### src/rtl/battle_sequencer.sv
// Melee encounter sequencer: loads enemy stats through the lookup port, then
// alternates paced player/enemy strikes until one side is at 0 HP.
module battle_sequencer #(
    parameter int TILE_W       = 8,
    parameter int ROUND_CYCLES = 4
) (
    input  logic              clk,
    input  logic              rst_n,
    input  logic              start,
    input  logic [TILE_W-1:0] tile_id,
    input  logic [15:0]       player_hp,
    input  logic [15:0]       player_atk,
    input  logic [15:0]       player_def,
    output logic [TILE_W-1:0] lk_tile,
    input  logic [15:0]       lk_attack,
    input  logic [15:0]       lk_defense,
    input  logic [15:0]       lk_hp,
    output logic              busy,
    output logic              done,
    output logic              win,
    output logic [15:0]       hp_out,
    output logic              hp_we,
    output logic [15:0]       enemy_hp_out,
    output logic              strike,
    output logic [7:0]        rounds
);

    // state  | meaning
    // IDLE   | waiting for start
    // LOAD   | lookups driven with latched tile, damage computed
    // P_HIT  | player strikes enemy
    // P_WAIT | pacing after player strike
    // E_HIT  | enemy strikes player
    // E_WAIT | pacing after enemy strike
    // FINISH | done/hp_we/win presented for one cycle
    typedef enum logic [2:0] {
        IDLE, LOAD, P_HIT, P_WAIT, E_HIT, E_WAIT, FINISH
    } state_t;

    localparam logic [7:0] WAIT_LOAD = 8'(ROUND_CYCLES - 1);

    state_t            state;
    logic [TILE_W-1:0] tile_q;
    logic [15:0]       php;
    logic [15:0]       patk;
    logic [15:0]       pdef;
    logic [15:0]       pdmg;
    logic [15:0]       edmg;
    logic [15:0]       ehp;
    logic [7:0]        wait_cnt;

    logic [15:0] load_pdmg;
    logic [15:0] load_edmg;
    logic [15:0] ehp_next;
    logic [15:0] php_next;

    always_comb begin
        load_pdmg = (patk > lk_defense) ? patk - lk_defense : 16'd0;
        load_edmg = (lk_attack > pdef) ? lk_attack - pdef : 16'd0;
        ehp_next  = (ehp > pdmg) ? ehp - pdmg : 16'd0;
        php_next  = (php > edmg) ? php - edmg : 16'd0;
    end

    assign lk_tile      = tile_q;
    assign busy         = (state != IDLE);
    assign enemy_hp_out = ehp;

    // strike/done/hp_we are set on entry to the state they belong to, so they
    // are high exactly during P_HIT/E_HIT and FINISH respectively.
    always_ff @(posedge clk) begin
        if (!rst_n) begin
            state    <= IDLE;
            tile_q   <= '0;
            php      <= '0;
            patk     <= '0;
            pdef     <= '0;
            pdmg     <= '0;
            edmg     <= '0;
            ehp      <= '0;
            wait_cnt <= '0;
            done     <= 1'b0;
            win      <= 1'b0;
            hp_out   <= '0;
            hp_we    <= 1'b0;
            strike   <= 1'b0;
            rounds   <= '0;
        end else begin
            strike <= 1'b0;
            done   <= 1'b0;
            hp_we  <= 1'b0;
            case (state)
                IDLE: begin
                    if (start) begin
                        tile_q <= tile_id;
                        php    <= player_hp;
                        patk   <= player_atk;
                        pdef   <= player_def;
                        rounds <= '0;
                        win    <= 1'b0;
                        state  <= LOAD;
                    end
                end
                LOAD: begin
                    ehp  <= lk_hp;
                    pdmg <= load_pdmg;
                    edmg <= load_edmg;
                    if (lk_hp == 16'd0 || load_pdmg == 16'd0) begin
                        win    <= (lk_hp == 16'd0);
                        done   <= 1'b1;
                        hp_we  <= 1'b1;
                        hp_out <= php;
                        state  <= FINISH;
                    end else begin
                        strike <= 1'b1;
                        state  <= P_HIT;
                    end
                end
                P_HIT: begin
                    ehp      <= ehp_next;
                    wait_cnt <= WAIT_LOAD;
                    state    <= P_WAIT;
                end
                P_WAIT: begin
                    if (wait_cnt != 8'd0) begin
                        wait_cnt <= wait_cnt - 8'd1;
                    end else if (ehp == 16'd0) begin
                        win    <= 1'b1;
                        done   <= 1'b1;
                        hp_we  <= 1'b1;
                        hp_out <= php;
                        state  <= FINISH;
                    end else begin
                        strike <= 1'b1;
                        state  <= E_HIT;
                    end
                end
                E_HIT: begin
                    php      <= php_next;
                    rounds   <= (rounds == 8'd255) ? rounds : rounds + 8'd1;
                    wait_cnt <= WAIT_LOAD;
                    state    <= E_WAIT;
                end
                E_WAIT: begin
                    if (wait_cnt != 8'd0) begin
                        wait_cnt <= wait_cnt - 8'd1;
                    end else if (php == 16'd0) begin
                        win    <= 1'b0;
                        done   <= 1'b1;
                        hp_we  <= 1'b1;
                        hp_out <= php;
                        state  <= FINISH;
                    end else begin
                        strike <= 1'b1;
                        state  <= P_HIT;
                    end
                end
                FINISH: state <= IDLE;
                default: state <= IDLE;
            endcase
        end
    end

endmodule

### config.mk
export PLATFORM = sky130hd
export DESIGN_NAME = battle_sequencer
export DESIGN_NICKNAME = d
export VERILOG_FILES = /design/src/rtl/battle_sequencer.sv
export SDC_FILE = /design/constraint.sdc
export NUM_CORES = 1
export LEC_CHECK = 0
export CORE_MARGIN = 2
export CORE_UTILIZATION = 45
export DETAILED_ROUTE_END_ITERATION = 10
export GPL_ROUTABILITY_DRIVEN = 0
export PLACE_DENSITY = 0.73
export SLEW_MARGIN = 20
export SYNTH_ARGS = -nofsm -noshare
export SYNTH_HDL_FRONTEND = slang
export SYNTH_SLANG_ARGS = --single-unit
### constraint.sdc
create_clock -name clk -period 8.4 [get_ports clk]
set_clock_uncertainty 0.15 [all_clocks]
set_input_delay 1.68 -clock clk [delete_from_list [all_inputs] [get_ports clk]]
set_output_delay 1.68 -clock clk [all_outputs]
set_load 0.03 [all_outputs]
Word-level counts from Yosys, hierarchy flattened:

Cells that the tools add are included.

* register bits after elaboration: 142
* output and inout bits: 53
* logic and storage cells: 104

* $add $sub $neg: 6
* order comparisons: 4
* equal/unequal tests: 14
* multiplexer cells: 44
* reduce and logical (&&, ||, !) cells: 22

Operator list (number)
* two-way mux 16 bit: 10
* > comparator 16 bit: 4
* zero test 16 bit: 4
* case mux 16 bit (2 select lines): 2
* subtractor 16 bit: 4
* case mux 16 bit (3 select lines): 1
* case mux 8 bit (2 select lines): 2
* two-way mux 8 bit: 3
* case mux 3 bit (6 select lines): 1
* two-way mux 1 bit: 16
* two-way mux 3 bit: 5
* inequality test 2 bit, second input constant: 7
* adder 8 x 1 -> 8 bit, second input constant: 1
* equality test 8 bit, second input constant: 1
* nonzero test 8 bit: 1
* subtractor 8 x 1 -> 8 bit, second input constant: 1
* AND reduction 7 bit: 1
* equality test 3 x 2 -> 1 bit, second input constant: 2
* equality test 3 bit, second input constant: 2
* case mux 1 bit (3 select lines): 2
* AND reduction 2 bit: 3
* AND reduction 3 bit: 2
* AND reduction 6 bit: 1
* nonzero test 2 bit: 3
* 9 further kinds: 11

Logic depth before layout (Yosys ltp):

Gate-level depths: netlist of the first run.

* depth after elaboration: 6
* mapped depth: 14

Worst setup path before layout of the first run:

OpenSTA, ideal clock, no wires.

* kind: input to register
* start: input port lk_defense[0]
* end: register hp_out[0]
* setup time: 0.072 ns
* arrival: 4.377 ns
* data required time: 8.178 ns
* slack: 3.801 ns
* stages on the path: 12
* buffers on the path: 1
* path through: ha_1 fa_1 nand2b_2 a21oi_4 o21ai_4 a311o_1 nor4_1 and4b_1 o211ai_4 a31oi_4 buf_12 mux2i_1

* word-level cells in the longest chain between the ends: 6
* elaborated cells on any way between the ends: 7
* classes of those cells: add/sub (1); order compare (1); eq/ne (1); mux (1); reduce/logical (3)

Ends and longest elaborated chain
* start: declaration: line 16 `input logic [15:0] lk_defense,`
* subtractor 16 bit / > comparator 16 bit (equally long branches): line 58 `load_pdmg = (patk > lk_defense) ? patk - lk_defense : 16'd0;`
* two-way mux 16 bit *: line 58
* zero test 16 bit *: line 107 `if (lk_hp == 16'd0 || load_pdmg == 16'd0) begin`
* logical OR 1 bit *: line 107
* inequality test 2 bit (no line) *
* AND reduction 6 bit (no line) *
* end signal: assignment: line 111 `hp_out <= php;`
* end signal: assignment: line 130 `hp_out <= php;`
* end signal: assignment: line 150 `hp_out <= php;`
* end: declaration: line 21 `output logic [15:0] hp_out,`

Every way passes the cells marked *; elsewhere a longest branch is shown, timed or not.
A chain may end at the register's enable or synchronous reset.

Worst setup path in the final report of the first run:

* start: input port lk_defense[0]
* end: register hp_out[14]

The elaborated chain is that of the path after synthesis.

==> results of run 1 <==
sequential cells by signal, indices dropped and copies added (netlist names):
| signal | flops |
|---|---|
| wait_cnt | 8 |
| pdef | 16 |
| pdmg | 16 |
| hp_out | 16 |
| strike | 1 |
| edmg | 16 |
| state | 3 |
| enemy_hp_out | 16 |
| lk_tile | 8 |
| rounds | 8 |
| win | 1 |
| hp_we | 1 |
| patk | 16 |
| php | 16 |
cell families (layout without fill, tap and decap cells):
logic type      Yosys count  in the layout  share of synthesized area
compound gates          357            357                      0.256
flops                   142            142                      0.302
fa+ha+maj                70             70                     0.0963
simple gates            404            404                      0.213
buf+inv                 142            282                     0.0643
xor+xnor                 41             41                     0.0382
other cells               0              1                          0
mux                      28             28                     0.0298
where the power goes:
group | switching [W] | total (W) | internal [W]
combinational | 0.00125 | 0.00215 | 0.000900
clock | 0.000332 | 0.000721 | 0.000389
sequential | 0.000163 | 0.000983 | 0.000821
final cells by class:
cell class	instances	area (um^2)	area share
inverters	86	323	0.0277
repair buffers	164	1630	0.140
clock buffers	18	429	0.0368
clock inverters	14	125	0.0107
flip-flops and latches	142	2840	0.244
diodes	1	2.50	0.000215
multi-input cells	900	5960	0.512
well taps	270	338	0.0290
Yosys cell counts, types with 24 or more instances:
cell type  instances
a21boi_0          51
nor2_1            53
a21o_1            24
mux2i_1           28
clkbuf_1          44
dfxtp_1          142
a21oi_1           82
inv_1             86
o21ai_0           87
ha_1              66
nor2b_1           35
nand2_1          177
metal layers:
layer  vias to the layer above  share of wire  global-route usage
met2                       226           0.44               0.333
li1                       4453              -                   -
met5                         -              0                   0
met4                         0          0.019              0.0657
met1                      3990           0.49               0.310
met3                        29          0.051              0.0420
per-stage QoR:
stage	util	power [W]	cells
finish	0.572	0.00385	1595
global route	0.572	0.00415	1594
CTS	0.572	0.00385	1594
detailed placement	0.545	0.00312	1562
global placement	0.545	0.00308	1562
floorplan	-	0.00258	1184
how the worst min path moves through the flow:
stage                           startpoint                      to  slack [ps]  cells after the start
floorplan            pdmg[15]$_SDFFE_PN0P_   pdmg[15]$_SDFFE_PN0P_         280                      2
global placement     edmg[15]$_SDFFE_PN0P_   edmg[15]$_SDFFE_PN0P_         290                      2
detailed placement  hp_out[1]$_SDFFE_PN0P_  hp_out[1]$_SDFFE_PN0P_         300                      2
CTS                  pdmg[15]$_SDFFE_PN0P_   pdmg[15]$_SDFFE_PN0P_         310                      2
global route        hp_out[9]$_SDFFE_PN0P_  hp_out[9]$_SDFFE_PN0P_         320                      2
finish               pdmg[15]$_SDFFE_PN0P_   pdmg[15]$_SDFFE_PN0P_         300                      2
worst max-delay path, stage by stage:
cell	delay, ps
clkdlybuf4s50_1	420
ha_1	240
fa_1	400
nand2b_2	230
a21oi_4	150
o21ai_4	90
a311o_1	400
nor4_1	260
and4b_1	270
o211ai_4	130
a31oi_4	680
mux2i_1	260
==> impl_results.md, run 1 <==
* CTS root buf: clkbuf_16
* Via count at just under 9000
* Slew Viols, Final at 0
* Die X at ~150 um
* Prevailing post-synth register cell: dfxtp_1
* Worst-margin pin slew at just over 900 ps
* Post-Syn Instances at roughly 1200
* Synth warn at 0
* Fraction of registers with async set or reset after synthesis at 0
* Final worst-path cycle share at 0.598
* Share of cells above drive strength 1 at 0.0574
* Final setup violation count at 0
* Clk Latency, worst-skew pair at ~430 ps
* Fillers at approximately 1800
* CP Max Fanout at 16
* Overall die area at between 20000 and 25000 um^2
* Worst EP arrival at between 5000 and 6000 ps
* Setup Buffers After CTS at 0
* Die span in y at approximately 150 um
* Largest net degree at the start of global routing at 100
* Post-detailed-placement half-perimeter wirelength at 17.9 mm
* CP Launch Type: input pin
* R2r startpoint: patk[0]$_SDFFE_PN0P_
* Hold Slack at about 300 ps
* Syn avg cell area at 7.94 um^2
* Hold Buf Count CTS at 0
* Area contributors post-synth: dfxtp_1, ha_1, nand2_1, o21ai_0, a21oi_1
* Power Density at around 330 nW/um^2
* I/O Pins at 160
* Commonest non-fill, non-tap cells in the layout: nand2_1, clkdlybuf4s50_1, dfxtp_1, o21ai_0, inv_1
* Layout area overhead at 23.9%
* Commonest non-fill, non-tap cell in the layout: nand2_1
* CTS tree: yes
* Max cap viols at 0
* Initial DRC count at approximately 550
* Vias in the first global route at about 8000
* Critical path type: input pin to flip-flop
* Syn_nets at 1361
* Port Buf Inserts at roughly 160
* Outcome: completed
* First-pass GRT wire length at just under 40 mm
* Seq/Total Area, Yosys at 0.302
* R2R depth at 12
* VDD IR-drop max at ~130 uV
* Final setup margin at 3380 ps
* Crit path required time at approximately 8600 ps
* Dpl ws at 2920 ps
* RSZ-0062 raised after global routing: false
* Design Area, Final at around 12000 um^2
* Critical Path Sink: hp_out[14]$_SDFFE_PN0P_
* Leak at between 4 and 5 nW
* Yosys top cell area share at 0.302
* Crit path from: lk_defense[0]
* Total negative slack at 0 ps
* Distinct cells, synth at 89
* Post-CTS sizing at 0
* Final Critical Period at 5020 ps
* Initial antenna violation count at 0
* Routed Wire Length at ~24 mm
* Worst R2R Setup Slack at ~4700 ps
* Htree depth at 4
* Starting Density at 0.462
* FP Rows at 52
* Fmax at about 200 MHz
* Final nets at ~1500
* R2R Path End: hp_out[14]$_SDFFE_PN0P_
* Clk sink count at approximately 140
* # DRC at 0
* Reg clk slew, reported paths at 60 ps
* Total Routing Usage GR at 0.217
* Post-synth EDFFs at 0
* Slew headroom at 0.392
* Post-synth top area cell: dfxtp_1
* Vias per cell at 5.45
* Post-Place Cell Area at approximately 11000 um^2
* Pre-antenna DRT Iters at 5
* Crit end category: flip-flop
* Seq cells post-synth at approximately 140
* Final ANT Viol Nets at 0
* Hold Crit Class: flip-flop to flip-flop
* Post-synthesis cell area at between 9000 and 10000 um^2
* Core area at around 20000 um^2
* TritonCTS buffer count at 17
* GR Overflow Total at 0
* Final Hold Fails at 0
* Routed wire per std cell at about 15 um
* Clock Tree Buf Depth at 2
Note: power is estimated with default switching activity, not from simulation.
==> run 2, diff against run 1 <==
--- a/config.mk
+++ b/config.mk
@@ -9,7 +9,7 @@
 export CORE_UTILIZATION = 45
 export DETAILED_ROUTE_END_ITERATION = 10
 export GPL_ROUTABILITY_DRIVEN = 0
-export PLACE_DENSITY = 0.73
+export PLACE_DENSITY = 0.76
 export SLEW_MARGIN = 20
 export SYNTH_ARGS = -nofsm -noshare
 export SYNTH_HDL_FRONTEND = slang
==> constraint.sdc (replaced) <==
create_clock -name clk -period 4.6 [get_ports clk]
set_clock_uncertainty 0.15 [all_clocks]
set_input_delay 0.92 -clock clk [delete_from_list [all_inputs] [get_ports clk]]
set_output_delay 0.92 -clock clk [all_outputs]
set_load 0.03 [all_outputs]
==> run 2 against run 1 <==
Clock power increased by 96%. First-iteration DRC count unchanged. Combinational power grew 85%. Die area unchanged. Power increased by 86%. Critical path depth up 1. Core utilization is 0.37 points higher. Cell area grew 0.65%. Final cell count is 0.19% higher. Critical path type unchanged.
==> impl_results.md, run 2 (synthesis gave the netlist of run 1 again) <==
* Worst-margin pin slew at roughly 1100 ps
* R2r startpoint: php[0]$_SDFFE_PN0P_
* Critical path type: input pin to flip-flop
* Placed insts at between 1500 and 2000
* Clock Tree Buf Depth at 2
* Final setup margin at about 590 ps
* Crit path required time at between 4000 and 5000 ps
* R2R Path End: php[14]$_SDFFE_PN0P_
* Slew headroom at 0.299
* Clk Latency, worst-skew pair at about 430 ps
* Htree depth at 4
* Power Density at 612 nW/um^2
* Die X at about 150 um
* Critical Path Sink: hp_out[1]$_SDFFE_PN0P_
* Hold Crit Class: flip-flop to flip-flop
* Commonest non-fill, non-tap cells in the layout: nand2_1, clkdlybuf4s50_1, dfxtp_1, o21ai_0, inv_1
* VDD IR-drop max at between 300 and 400 uV
* GR Overflow Total at 0
* Slew Viols, Final at 0
* Final worst-path cycle share at 0.871
* Final ANT Viol Nets at 0
* Routed Wire Length at 24.2 mm
* Vias in the first global route at 8174
* Post-CTS sizing at 0
* FP Rows at 52
* Reg clk slew, reported paths at 70 ps
* First-pass GRT wire length at about 39 mm
* Worst EP arrival at about 4200 ps
* Post-detailed-placement half-perimeter wirelength at ~18 mm
* Vias per cell at 5.53
* CP Launch Type: input pin
* Final nets at around 1500
* Layout area overhead at 24.7%
* Core area at a little over 20000 um^2
* CP Max Fanout at 16
* Die span in y at ~150 um
* Port Buf Inserts at 159
* Final Hold Fails at 0
* CTS root buf: clkbuf_16
* Share of cells above drive strength 1 at 0.0602
* Fillers at between 1500 and 2000
* Fmax at about 250 MHz
* Starting Density at 0.462
* Crit path from: lk_defense[0]
* Final setup violation count at 0
* Max cap viols at 0
* Post-route insts no fill at 1598
* Total negative slack at 0 ps
* Crit end category: flip-flop
* Leak at about 4.4 nW
* Worst R2R Setup Slack at between 1000 and 1500 ps
* Clk sink count at about 140
* Via count at just under 9000
* TritonCTS buffer count at 17
* Initial DRC count at 547
* Initial antenna violation count at 0
* Overall die area at 22100 um^2
* Pre-antenna DRT Iters at 5
* CTS tree: yes
* Total Routing Usage GR at 0.218
* # DRC at 0
* Final Critical Period at approximately 4000 ps
* Largest net degree at the start of global routing at approximately 120
* Outcome: completed
* Hold Buf Count CTS at 0
* Dpl ws at 154 ps
* Hold Crit Depth at 2
* # diodes at 0
* Commonest non-fill, non-tap cell in the layout: nand2_1
* Hold Slack at between 300 and 400 ps
* I/O Pins at 160
* Setup Buffers After CTS at 0
* RSZ-0062 raised after global routing: false
* Routed wire per std cell at ~15 um
* R2R depth at 14
[run 2: changes by cell type in the layout (fill, tap and decap cells not counted), sizes merged]
cell	previous run	this run
buf	6	10
clkinvlp	4	1
clkinv	2	4
bufinv	0	1
clkbuf	18	17
diode	1	0
inv	94	95
[run 2: stage by stage]
| stage | utilization | total power [W] | area (um^2) |
|---|---|---|---|
| 3_3_place_gp | 0.547 | 0.00563 | 11100 |
| 4_1_cts | 0.576 | 0.00713 | 11700 |
| 5_1_grt | 0.576 | 0.00766 | 11700 |
| 2_1_floorplan | - | 0.00471 | 9400 |
| 6_report | 0.576 | 0.00717 | 11700 |
| 3_5_place_dp | 0.547 | 0.00571 | 11100 |
[run 2: worst min path at each step]
stage,startpoint,to,slack [ps]
2_1_floorplan,pdmg[15]$_SDFFE_PN0P_,pdmg[15]$_SDFFE_PN0P_,280
3_3_place_gp,win$_SDFFE_PN0P_,win$_SDFFE_PN0P_,290
3_5_place_dp,pdmg[15]$_SDFFE_PN0P_,pdmg[15]$_SDFFE_PN0P_,300
4_1_cts,hp_out[9]$_SDFFE_PN0P_,hp_out[9]$_SDFFE_PN0P_,310
5_1_grt,hp_out[11]$_SDFFE_PN0P_,hp_out[11]$_SDFFE_PN0P_,330
6_report,win$_SDFFE_PN0P_,win$_SDFFE_PN0P_,310
[run 2: power by group]
part	total [W]	switching [W]	leakage, nW	internal, W
clock	0.00141	0.000633	0.290	0.000774
combinational	0.00397	0.00230	2.97	0.00166
sequential	0.00180	0.000300	1.16	0.00150
total	0.00717	0.00324	4.42	0.00394
[run 2: worst max-delay path, stage by stage]
cell and delay [ps]:
clkdlybuf4s50_1 420, ha_1 240, fa_1 410, nand2b_2 240
a21oi_4 160, o21ai_4 100, a311o_1 400, nor4_1 280
and4b_1 280, o211ai_4 130, a31oi_4 230, buf_12 190
mux2i_1 210
[run 2: layout make-up]
class / count / area, um^2 / area share
inverters: 86 / 323 / 0.0275
flip-flops and latches: 142 / 2840 / 0.242
repair buffers: 168 / 1670 / 0.142
multi-input cells: 900 / 5960 / 0.508
well taps: 270 / 338 / 0.0288
clock buffers: 17 / 425 / 0.0363
clock inverters: 15 / 169 / 0.0144
[run 2: per-layer routing]
metal | track usage | part of all wire | vias to the layer above
li1 | - | - | 4477
met1 | 0.302 | 0.48 | 4048
met2 | 0.341 | 0.44 | 270
met3 | 0.0469 | 0.059 | 38
met4 | 0.0662 | 0.019 | 0
met5 | 0 | 0 | -
==> run 3, diff against run 2 <==
--- a/config.mk
+++ b/config.mk
@@ -5,11 +5,13 @@
 export SDC_FILE = /design/constraint.sdc
 export NUM_CORES = 1
 export LEC_CHECK = 0
+export CAP_MARGIN = 0
 export CORE_MARGIN = 2
 export CORE_UTILIZATION = 45
 export DETAILED_ROUTE_END_ITERATION = 10
 export GPL_ROUTABILITY_DRIVEN = 0
 export PLACE_DENSITY = 0.76
+export SKIP_LAST_GASP = 1
 export SLEW_MARGIN = 20
 export SYNTH_ARGS = -nofsm -noshare
 export SYNTH_HDL_FRONTEND = slang
==> results of run 3 <==
The final DEF is identical to that of run 2; final timing and power are the same.
